**src/rtl/vector_mem_unit_if.sv**
```systemverilog
// Request/response and byte-memory bus bundle for vector_mem_unit.
// The stride signal exists only when VMU_STRIDE_EN is defined.
interface vector_mem_unit_if #(
  parameter int A     = 32,
  parameter int L     = 8,
  parameter int LANES = 8
);
  logic                 start;
  logic                 op_store;
  logic [A-1:0]         base_addr;
`ifdef VMU_STRIDE_EN
  logic [A-1:0]         stride;
`endif
  logic [LANES*L-1:0]   vec_wdata;
  logic [LANES*L-1:0]   vec_rdata;
  logic                 busy;
  logic                 done;
  logic                 rom_write_err;
  logic [A-1:0]         mem_address;
  logic [L-1:0]         mem_write_data;
  logic                 mem_write_enable;
  logic [L-1:0]         mem_read_data;

`ifdef VMU_STRIDE_EN
  modport slave (
    input  start, op_store, base_addr, stride, vec_wdata, mem_read_data,
    output vec_rdata, busy, done, rom_write_err,
    output mem_address, mem_write_data, mem_write_enable
  );
  modport master (
    output start, op_store, base_addr, stride, vec_wdata, mem_read_data,
    input  vec_rdata, busy, done, rom_write_err,
    input  mem_address, mem_write_data, mem_write_enable
  );
`else
  modport slave (
    input  start, op_store, base_addr, vec_wdata, mem_read_data,
    output vec_rdata, busy, done, rom_write_err,
    output mem_address, mem_write_data, mem_write_enable
  );
  modport master (
    output start, op_store, base_addr, vec_wdata, mem_read_data,
    input  vec_rdata, busy, done, rom_write_err,
    input  mem_address, mem_write_data, mem_write_enable
  );
`endif
endinterface

```
**src/rtl/vector_mem_unit.sv**
```systemverilog
// Vector load/store unit: turns one vector request into LANES byte accesses
// on a byte-wide ROM/RAM memory. Optional feature macro: VMU_STRIDE_EN.
module vector_mem_unit #(
  parameter int A     = 32,
  parameter int L     = 8,
  parameter int LANES = 8
) (
  input  logic              clk,
  input  logic              rst_n,
  vector_mem_unit_if.slave  vif
);

  localparam int           LW       = (LANES > 1) ? $clog2(LANES) : 1;
  localparam logic [A-1:0] RAM_BASE = A'(32'h0000_FFFF);
  localparam logic [LW-1:0] LAST    = LW'(LANES - 1);

  typedef enum logic [2:0] {
    S_IDLE,
    S_LD_ADDR,
    S_LD_CAP,
    S_ST_WR,
    S_DONE
  } state_t;

  state_t               state_q, state_d;
  logic [LW-1:0]        lane_q, lane_d;
  logic [A-1:0]         addr_q, addr_d;
  logic [LANES*L-1:0]   wdata_q, wdata_d;
  logic [LANES*L-1:0]   rdata_q, rdata_d;
  logic                 err_q, err_d;
  logic [A-1:0]         incr;
  logic                 in_ram;
  logic                 busy, done, mem_we;

  function automatic logic [L-1:0] lane_of(input logic [LANES*L-1:0] v,
                                           input logic [LW-1:0]      i);
    return v[i*L +: L];
  endfunction

  function automatic logic is_ram(input logic [A-1:0] a);
    return (a >= RAM_BASE);
  endfunction

`ifdef VMU_STRIDE_EN
  logic [A-1:0] stride_q, stride_d;
  assign incr = stride_q;
`else
  assign incr = A'(1);
`endif

  assign in_ram = is_ram(addr_q);

  // Next-state and outputs; the lane address lives in addr_q and is
  // advanced only when leaving a lane so it stays valid through capture.
  always_comb begin
    state_d  = state_q;
    lane_d   = lane_q;
    addr_d   = addr_q;
    wdata_d  = wdata_q;
    rdata_d  = rdata_q;
    err_d    = err_q;
`ifdef VMU_STRIDE_EN
    stride_d = stride_q;
`endif
    busy     = 1'b0;
    done     = 1'b0;
    mem_we   = 1'b0;

    case (state_q)
      S_IDLE: begin
        if (vif.start) begin
          addr_d   = vif.base_addr;
          wdata_d  = vif.vec_wdata;
          lane_d   = '0;
          err_d    = 1'b0;
`ifdef VMU_STRIDE_EN
          stride_d = vif.stride;
`endif
          state_d  = vif.op_store ? S_ST_WR : S_LD_ADDR;
        end
      end

      S_LD_ADDR: begin
        busy    = 1'b1;
        state_d = S_LD_CAP;
      end

      S_LD_CAP: begin
        busy = 1'b1;
        rdata_d[lane_q*L +: L] = vif.mem_read_data;
        if (lane_q == LAST) begin
          state_d = S_DONE;
        end else begin
          lane_d  = lane_q + LW'(1);
          addr_d  = addr_q + incr;
          state_d = S_LD_ADDR;
        end
      end

      S_ST_WR: begin
        busy   = 1'b1;
        mem_we = in_ram;
        // ROM-targeted lanes are consumed without a write but flagged
        if (!in_ram) err_d = 1'b1;
        if (lane_q == LAST) begin
          state_d = S_DONE;
        end else begin
          lane_d = lane_q + LW'(1);
          addr_d = addr_q + incr;
        end
      end

      S_DONE: begin
        done    = 1'b1;
        state_d = S_IDLE;
      end

      default: state_d = S_IDLE;
    endcase
  end

  always_ff @(posedge clk or negedge rst_n) begin
    if (!rst_n) begin
      state_q  <= S_IDLE;
      lane_q   <= '0;
      addr_q   <= '0;
      wdata_q  <= '0;
      rdata_q  <= '0;
      err_q    <= 1'b0;
`ifdef VMU_STRIDE_EN
      stride_q <= '0;
`endif
    end else begin
      state_q  <= state_d;
      lane_q   <= lane_d;
      addr_q   <= addr_d;
      wdata_q  <= wdata_d;
      rdata_q  <= rdata_d;
      err_q    <= err_d;
`ifdef VMU_STRIDE_EN
      stride_q <= stride_d;
`endif
    end
  end

  assign vif.mem_address      = addr_q;
  assign vif.mem_write_data   = lane_of(wdata_q, lane_q);
  assign vif.mem_write_enable = mem_we;
  assign vif.vec_rdata        = rdata_q;
  assign vif.busy             = busy;
  assign vif.done             = done;
  assign vif.rom_write_err    = err_q;

endmodule

```
**src/flat_wrapper.sv**
```systemverilog
// flat-port wrapper written by rule: the top's interface ports become plain ports
module vector_mem_unit_flat 
#(
  parameter int A     = 32,
  parameter int L     = 8,
  parameter int LANES = 8
)
  (clk, rst_n, vif_start, vif_op_store, vif_base_addr, vif_vec_wdata, vif_mem_read_data, vif_vec_rdata, vif_busy, vif_done, vif_rom_write_err, vif_mem_address, vif_mem_write_data, vif_mem_write_enable);
  vector_mem_unit_if #(.A(A), .L(L), .LANES(LANES)) vif_i ();
  input  logic clk;
  input  logic rst_n;
  input wire logic [$bits(vif_i.start)-1:0] vif_start;
  input wire logic [$bits(vif_i.op_store)-1:0] vif_op_store;
  input wire logic [$bits(vif_i.base_addr)-1:0] vif_base_addr;
  input wire logic [$bits(vif_i.vec_wdata)-1:0] vif_vec_wdata;
  input wire logic [$bits(vif_i.mem_read_data)-1:0] vif_mem_read_data;
  output wire logic [$bits(vif_i.vec_rdata)-1:0] vif_vec_rdata;
  output wire logic [$bits(vif_i.busy)-1:0] vif_busy;
  output wire logic [$bits(vif_i.done)-1:0] vif_done;
  output wire logic [$bits(vif_i.rom_write_err)-1:0] vif_rom_write_err;
  output wire logic [$bits(vif_i.mem_address)-1:0] vif_mem_address;
  output wire logic [$bits(vif_i.mem_write_data)-1:0] vif_mem_write_data;
  output wire logic [$bits(vif_i.mem_write_enable)-1:0] vif_mem_write_enable;
  assign vif_i.start = vif_start;
  assign vif_i.op_store = vif_op_store;
  assign vif_i.base_addr = vif_base_addr;
  assign vif_i.vec_wdata = vif_vec_wdata;
  assign vif_i.mem_read_data = vif_mem_read_data;
  assign vif_vec_rdata = vif_i.vec_rdata;
  assign vif_busy = vif_i.busy;
  assign vif_done = vif_i.done;
  assign vif_rom_write_err = vif_i.rom_write_err;
  assign vif_mem_address = vif_i.mem_address;
  assign vif_mem_write_data = vif_i.mem_write_data;
  assign vif_mem_write_enable = vif_i.mem_write_enable;
  vector_mem_unit #(.A(A), .L(L), .LANES(LANES)) u_core (.clk(clk), .rst_n(rst_n), .vif(vif_i));
endmodule
```
**config.mk**
```make
export PLATFORM = sky130hd
export DESIGN_NAME = vector_mem_unit_flat
export DESIGN_NICKNAME = d
export VERILOG_FILES = /design/src/rtl/vector_mem_unit_if.sv /design/src/rtl/vector_mem_unit.sv /design/src/flat_wrapper.sv
export SDC_FILE = /design/constraint.sdc
export NUM_CORES = 1
export LEC_CHECK = 0
export CAP_MARGIN = 10
export CORE_AREA = 2 2 137 139
export DETAILED_ROUTE_END_ITERATION = 10
export DIE_AREA = 0 0 139 141
export PLACE_DENSITY_LB_ADDON = 0.1
export REMOVE_ABC_BUFFERS = 1
export SYNTH_ARGS = -nofsm -noshare
export SYNTH_HDL_FRONTEND = slang
export SYNTH_SLANG_ARGS = --single-unit
```
**constraint.sdc**
```tcl
create_clock -name clk -period 2.64 [get_ports clk]
set_input_delay 0.264 -clock clk [delete_from_list [all_inputs] [get_ports clk]]
set_output_delay 0.264 -clock clk [all_outputs]
set_load 0.01 [all_outputs]
```
==> results of run 1 <==
worst min-delay path by stage:
stage / to / slack [ns]
after CTS: u_core.wdata_q[55]$_DFFE_PN0P_ / 0.34
after global routing: u_core.wdata_q[8]$_DFFE_PN0P_ / 0.36
after floorplan: u_core.lane_q[0]$_DFFE_PN0P_ / -0.03
after global placement: u_core.vif.vec_rdata[31]$_DFFE_PN0P_ / 0.23
final: u_core.vif.vec_rdata[31]$_DFFE_PN0P_ / 0.33
after detailed placement: u_core.vif.vec_rdata[31]$_DFFE_PN0P_ / 0.23
kinds of logic (layout without fill, tap and decap cells):
group,after synthesis,in the layout
buffers and inverters,59,290
and+or+nand+nor,417,417
AOI/OAI and AO/OA,127,127
adders and majority gates,5,5
DFF,167,167
muxes,56,56
synth_stat cells, drive strengths merged, types with 9 or more instances:
| cell type | number | area share |
|---|---|---|
| clkbuf | 31 | 0.015 |
| buf | 14 | 0.0079 |
| a21oi | 28 | 0.018 |
| nand4 | 12 | 0.010 |
| nand3 | 26 | 0.017 |
| nor3 | 10 | 0.0076 |
| nor2 | 32 | 0.016 |
| nand2 | 282 | 0.13 |
| inv | 13 | 0.0062 |
| mux2 | 32 | 0.046 |
| o21ai | 51 | 0.032 |
| mux4 | 16 | 0.046 |
| dfrtp | 167 | 0.53 |
| and3 | 9 | 0.0071 |
| and2 | 14 | 0.011 |
flip-flops by register name, summed over array words and instances (netlist names):
| name | flops |
|---|---|
| u_core.vif.mem_address | 32 |
| u_core.lane_q | 3 |
| u_core.wdata_q | 64 |
| u_core.vif.rom_write_err | 1 |
| u_core.state_q | 3 |
| u_core.vif.vec_rdata | 64 |
power breakdown:
group	leakage [nW]	internal [W]	switching (W)	total, W
sequential	2.02	0.00380	0.000940	0.00474
clock	0.268	0.00135	0.00110	0.00245
combinational	2.68	0.00337	0.00326	0.00663
total	4.97	0.00852	0.00530	0.0138
routing by layer:
metal  up-vias  wire length, µm  track usage
met2       197            10300        0.354
met5         -                0            0
met4         0              148       0.0478
met3        17             1320       0.0564
li1       3295                -            -
met1      3257             9950        0.322
critical path, cell delays in order, from the launching register on:
cell and delay, ns:
sky130_fd_sc_hd__dfrtp_2 0.43, sky130_fd_sc_hd__buf_12 0.21, sky130_fd_sc_hd__mux4_2 0.53, sky130_fd_sc_hd__nand2_1 0.08, sky130_fd_sc_hd__nand2_1 0.07, sky130_fd_sc_hd__clkdlybuf4s50_1 0.49
per-stage QoR:
stage	area (µm²)	TNS, ns	utilization
finish	11000	0	0.605
global route	11000	0	0.605
CTS	11000	0	0.604
detailed placement	10400	0	0.571
global placement	10400	0	0.571
floorplan	7710	-150.45	-
area by class of cell:
cell class	instances	area, µm²	share of cell area
clock inverters	14	140	0.0127
inverters	14	52.6	0.00476
well taps	234	293	0.0265
flip-flops and latches	167	4180	0.378
repair buffers	244	2430	0.220
clock buffers	18	439	0.0398
multi-input cells	605	3510	0.317
placed cells by master, fill, tap and decap left out, drive strengths merged, types with 8 or more instances in the layout:
cell type / instances
nor2: 32
buf: 29
clkbuf: 18
nor4: 8
and2: 14
mux2: 32
o21ai: 51
dfrtp: 167
mux2i: 8
o22ai: 8
nand2: 282
nand3b: 8
nand4: 12
a21oi: 28
and3: 9
mux4: 16
nand3: 26
inv: 19
nor3: 10
clkdlybuf4s50: 213
what timing repair did:
item | in CTS | in global routing
hold endpoints to repair | 45 | 0
pin swaps | 1 | 0
hold buffers | 1 | 0
gates resized for setup | 6 | 2
endpoints found under the setup margin | 9 | 7
buffers inserted | 1 | 0
==> results.txt, run 1 <==
Number of enable-type register cells in the synthesized netlist = 0
HP Class = in -> async
Final Skew = 0.00773 ns
Total inserted antenna cells = 0
Net count of the finished layout = 1,162
Area delta synth->final = 40.0%
Setup repair after global routing missed its margin = false
Clock insertion delay at the later pin of the skew report = 0.42 ns
Number of endpoints with negative hold slack in the final report = 0
CP endpoint kind = output port
Placer Congestion = 0.839
Combinational family with the most area after synthesis = simple AND/OR/NAND/NOR gates
Total congestion overflow after global routing = 0
Number of antenna violations at the first check in global routing = 0
Area of the die = 19,600 µm²
Static leakage = 4.97 nW
Synth Flop Type = sky130_fd_sc_hd__dfrtp_1
Mean routed wirelength per cell = 16.7 µm
Headroom to the max-slew limit = 0.583
Max-slew violation count = 0
Post-layout power = 0.0138 W
Number of placement rows = 50
Setup-failing EPs final = 0
Slew of the pin with the lowest slew margin = 0.625 ns
Post-route fraction of the period consumed by the critical path = 0.948
Setup slack after layout = 0.136 ns
Wire length of the first global-routing pass = 35,100 µm
CTS sink cnt = 167
Post-synthesis mux area share = 0.101
Layout fillers = 1,613
Distinct cell type count of the synthesized netlist = 56
Total length of routed wires = 21,700 µm
Die outline height = 141 µm
Worst-case clock buffer depth = 2
Outcome = finished, final reports clean
Data required time at the worst endpoint = 2.38 ns
Total of flip-flops plus latches after synthesis = 167
Reg2Reg Depth = 7
Complex-gate fraction of the synthesized area = 0.0980
Width of the die = 139 µm
Achievable clock frequency = 0.399 GHz
Initial DRC Count = 446
Final standard cell count with taps included and fillers excluded = 1,296
Pin count of the biggest net entering global routing = 72
Critical R2R Launch = u_core.lane_q[0]$_DFFE_PN0P_
Average vias per placed instance = 5.22
Worst-case setup slack after placement = 0.259 ns
Basic-gate share of the synthesized area counting and, or, nand and nor cells = 0.234
Cell area after synthesis = 7890 µm²
Worst endpoint data arrival time = 2.24 ns
Placed Cells = 1,262
Final Critical Period = 2.50 ns
Sum of net half-perimeters after detailed placement = 15,500 µm
Global router's overall resource usage = 0.226
Gate count of the mapped netlist = 831
Layout cell share with drive strength beyond 1 = 0.121
Initial cell density of the core = 0.432
Critical Path Source Type = flip-flop
Proportion of synthesized chip area in sequential cells = 0.530
Yosys warns = 0
CTS root buf = sky130_fd_sc_hd__clkbuf_16
Post-synthesis area per instance = 9.49 µm²
ANT nets after route = 0
TritonCTS clock tree = yes
Critical-path maximum fanout = 18
R2R Setup Slk = 0.30 ns
Share of flip-flops with an asynchronous set or reset after synthesis = 1.00
Synth Area in XOR/XNOR = 0
Total number of H-tree levels = 4
Critical path launch point = u_core.lane_q[0]$_DFFE_PN0P_
Hold Slack = 0.332 ns
Max-cap viol count = 0
Core ar. = 18,300 µm²
Worst ir drop on vdd = 574 µV
Register clock-pin slew on the reported worst setup and hold paths = 0.07 ns
Length of the first detailed-routing pass in iterations = 5
Count of boundary I/O pins = 216
CP Capture Point = vif_mem_write_data[0]
Clock buffers created by TritonCTS = 17
Power density over cell area = 1250 nW/µm²
Count of input and output buffers = 215
Kind of critical path = reg -> out
Arithmetic-cell share of the synthesized area counting full adders, half adders and majority gates = 0.00793
Total via count after detailed routing = 6,766
Crit Reg-Reg Endpoint = u_core.vif.vec_rdata[22]$_DFFE_PN0P_
Number of design rule violations left after detail routing = 0
Vias in the first global route = 6,535
(Power assumes the default switching activity.)
==> run 2, diff against run 1 <==
- REMOVE_ABC_BUFFERS: 1 -> default
==> run 2 against run 1 <==
Clock skew rose by 0.0046 ns. Wire length increased by 2.6%. Sequential power decreased by 0.8%. Utilization decreased by 0.16 points. First-iteration DRC count decreased by 10%. Via count up 0.25%. Flip-flop and latch count is the same. Worst setup slack got worse by 0.013 ns. Register-to-register slack better by 0.02 ns. Largest power group unchanged. Highest routed layer unchanged.
==> results.txt, run 2 (synthesized netlist as in run 1, its figures left out) <==
Outcome = finished, final reports clean
Instance area at placement = 10,400 µm²
Length of the first detailed-routing pass in iterations = 6
Global router's overall resource usage = 0.230
Power density over cell area = 1250 nW/µm²
Achievable clock frequency = 0.397 GHz
Max-slew violation count = 0
Net Count, Synth = 944
Multi-input combinational cell area = 3500 µm²
Commonest non-fill, non-tap cell in the layout = sky130_fd_sc_hd__nand2_1
Logic pwr share = 0.483
Critical-path maximum fanout = 18
Die outline height = 141 µm
Post-CTS setup-driven buffer insertion count = 0
Worst endpoint data arrival time = 2.25 ns
Total congestion overflow after global routing = 0
Critical Path Source Type = flip-flop
Average vias per placed instance = 5.25
Area of the die = 19,600 µm²
Register clock-pin slew on the reported worst setup and hold paths = 0.06 ns
Total via count after detailed routing = 6,783
Setup repair after global routing missed its margin = false
Number of endpoints with negative hold slack in the final report = 0
Data required time at the worst endpoint = 2.38 ns
Clock insertion delay at the later pin of the skew report = 0.43 ns
CP endpoint kind = output port
Min-Delay Startpoint = vif_vec_wdata[25]
Sum of net half-perimeters after detailed placement = 15,800 µm
Setup-failing EPs final = 0
Number of placement rows = 50
Initial DRC Count = 400
Setup slack after layout = 0.123 ns
Placer Congestion = 0.838
HP Class = in -> reg
Static leakage = 4.97 nW
Count of input and output buffers = 215
Wire length of the first global-routing pass = 35,800 µm
Critical R2R Launch = u_core.lane_q[0]$_DFFE_PN0P_
Number of stages on the worst hold path = 3
Layout fillers = 1,606
CTS sink cnt = 167
Count of boundary I/O pins = 216
Width of the die = 139 µm
Internal power of the cells = 0.00857 W
Mean routed wirelength per cell = 17.2 µm
Clock buffers created by TritonCTS = 17
Crit Reg-Reg Endpoint = u_core.vif.vec_rdata[2]$_DFFE_PN0P_
Worst-case clock buffer depth = 2
Sw Share = 0.380
Final-layout setup total negative slack = 0 ns
Post-layout util = 0.603
CTS root buf = sky130_fd_sc_hd__clkbuf_16
Final Skew = 0.0123 ns
Area delta synth->final = 39.6%
Total number of H-tree levels = 4
Number of antenna violations at the first check in global routing = 0
Slew of the pin with the lowest slew margin = 0.632 ns
Clock Power Share = 0.177
ANT nets after route = 0
Initial cell density of the core = 0.432
Worst ir drop on vdd = 740 µV
Net count of the finished layout = 1,160
Kind of critical path = reg -> out
Sink of the worst hold path = u_core.wdata_q[25]$_DFFE_PN0P_
Post-route fraction of the period consumed by the critical path = 0.953
Worst-case setup slack after placement = 0.272 ns
TritonCTS clock tree = yes
Sequential cell area = 4180 µm²
R2R Setup Slk = 0.32 ns
Reg2Reg Depth = 6
Register share of total power = 0.340
Pin count of the biggest net entering global routing = 68
Headroom to the max-slew limit = 0.578
Highest-count cells in the layout ignoring fill and taps = sky130_fd_sc_hd__nand2_1, sky130_fd_sc_hd__clkdlybuf4s50_1, sky130_fd_sc_hd__dfrtp_1, sky130_fd_sc_hd__o21ai_0, sky130_fd_sc_hd__mux2_2
Hold Slack = 0.362 ns
Core ar. = 18,300 µm²
Layout cell share with drive strength beyond 1 = 0.114
Max-cap viol count = 0
Final Critical Period = 2.52 ns
Number of design rule violations left after detail routing = 0
Total inserted antenna cells = 0
Final non-filler cell area = 11,000 µm²
Total length of routed wires = 22,300 µm
Switching pwr = 0.00525 W
Vias in the first global route = 6,649
[run 2: changes by cell type in the layout (fill, tap and decap cells not counted), moves of 2 or more]
cell	previous run	this run
sky130_fd_sc_hd__clkinvlp_4	5	2
sky130_fd_sc_hd__clkbuf_1	0	2
sky130_fd_sc_hd__inv_6	5	2
sky130_fd_sc_hd__buf_4	23	21
sky130_fd_sc_hd__clkinv_2	0	3
[run 2: worst max-delay path by stage]
stage                                 startpoint                              endpoint  cells past startpoint
finish              u_core.lane_q[0]$_DFFE_PN0P_                 vif_mem_write_data[7]                      5
global route        u_core.lane_q[0]$_DFFE_PN0P_                 vif_mem_write_data[7]                      5
CTS                 u_core.lane_q[0]$_DFFE_PN0P_                 vif_mem_write_data[7]                      5
detailed placement  u_core.lane_q[0]$_DFFE_PN0P_   u_core.vif.vec_rdata[2]$_DFFE_PN0P_                      6
global placement    u_core.lane_q[0]$_DFFE_PN0P_   u_core.vif.vec_rdata[2]$_DFFE_PN0P_                      6
floorplan           u_core.lane_q[0]$_DFFE_PN0P_  u_core.vif.vec_rdata[16]$_DFFE_PN0P_                     10
[run 2: worst max-delay path, stage by stage, from the launching register on]
cell and delay [ns]:
sky130_fd_sc_hd__dfrtp_2 0.42, sky130_fd_sc_hd__buf_12 0.20, sky130_fd_sc_hd__mux4_2 0.52, sky130_fd_sc_hd__nand2_1 0.09, sky130_fd_sc_hd__nand2_1 0.06, sky130_fd_sc_hd__clkdlybuf4s50_1 0.53
[run 2: metrics by stage]
step                std cells  total power, W
global placement         1261          0.0113
finish                   1293          0.0138
detailed placement       1261          0.0114
floorplan                 831         0.00827
global route             1293          0.0148
CTS                      1293          0.0139
[run 2: layer usage]
metal,routed length (µm),vias to the layer above,share of wire,global-route usage
met5,0,-,0,0
met4,357,0,0.016,0.0691
met3,1400,29,0.063,0.0577
met2,10500,236,0.47,0.361
met1,10000,3246,0.45,0.319
li1,-,3272,-,-
[run 2: power by group through the flow]
stage	Clock, W	Sequential [W]	Combinational (W)
finish	0.00244	0.00470	0.00667
global route	0.00260	0.00486	0.00733
CTS	0.00249	0.00470	0.00674
detailed placement	0	0.00473	0.00671
global placement	0	0.00471	0.00663
floorplan	0	0.00485	0.00342
[run 2: area by class of cell]
type / count / area share
clock buffer: 20 / 0.0405
clock inverter: 11 / 0.0114
inverter: 14 / 0.00477
multi-input combinational: 605 / 0.318
sequential: 167 / 0.379
tap: 234 / 0.0266
timing repair buffer: 242 / 0.220
[run 2: timing repair]
item                                   4_1_cts  5_1_grt
setup endpoints to repair                    1        6
endpoints found under the hold margin       59        0
gates resized for setup                      1        1
hold buffers                                 1        0
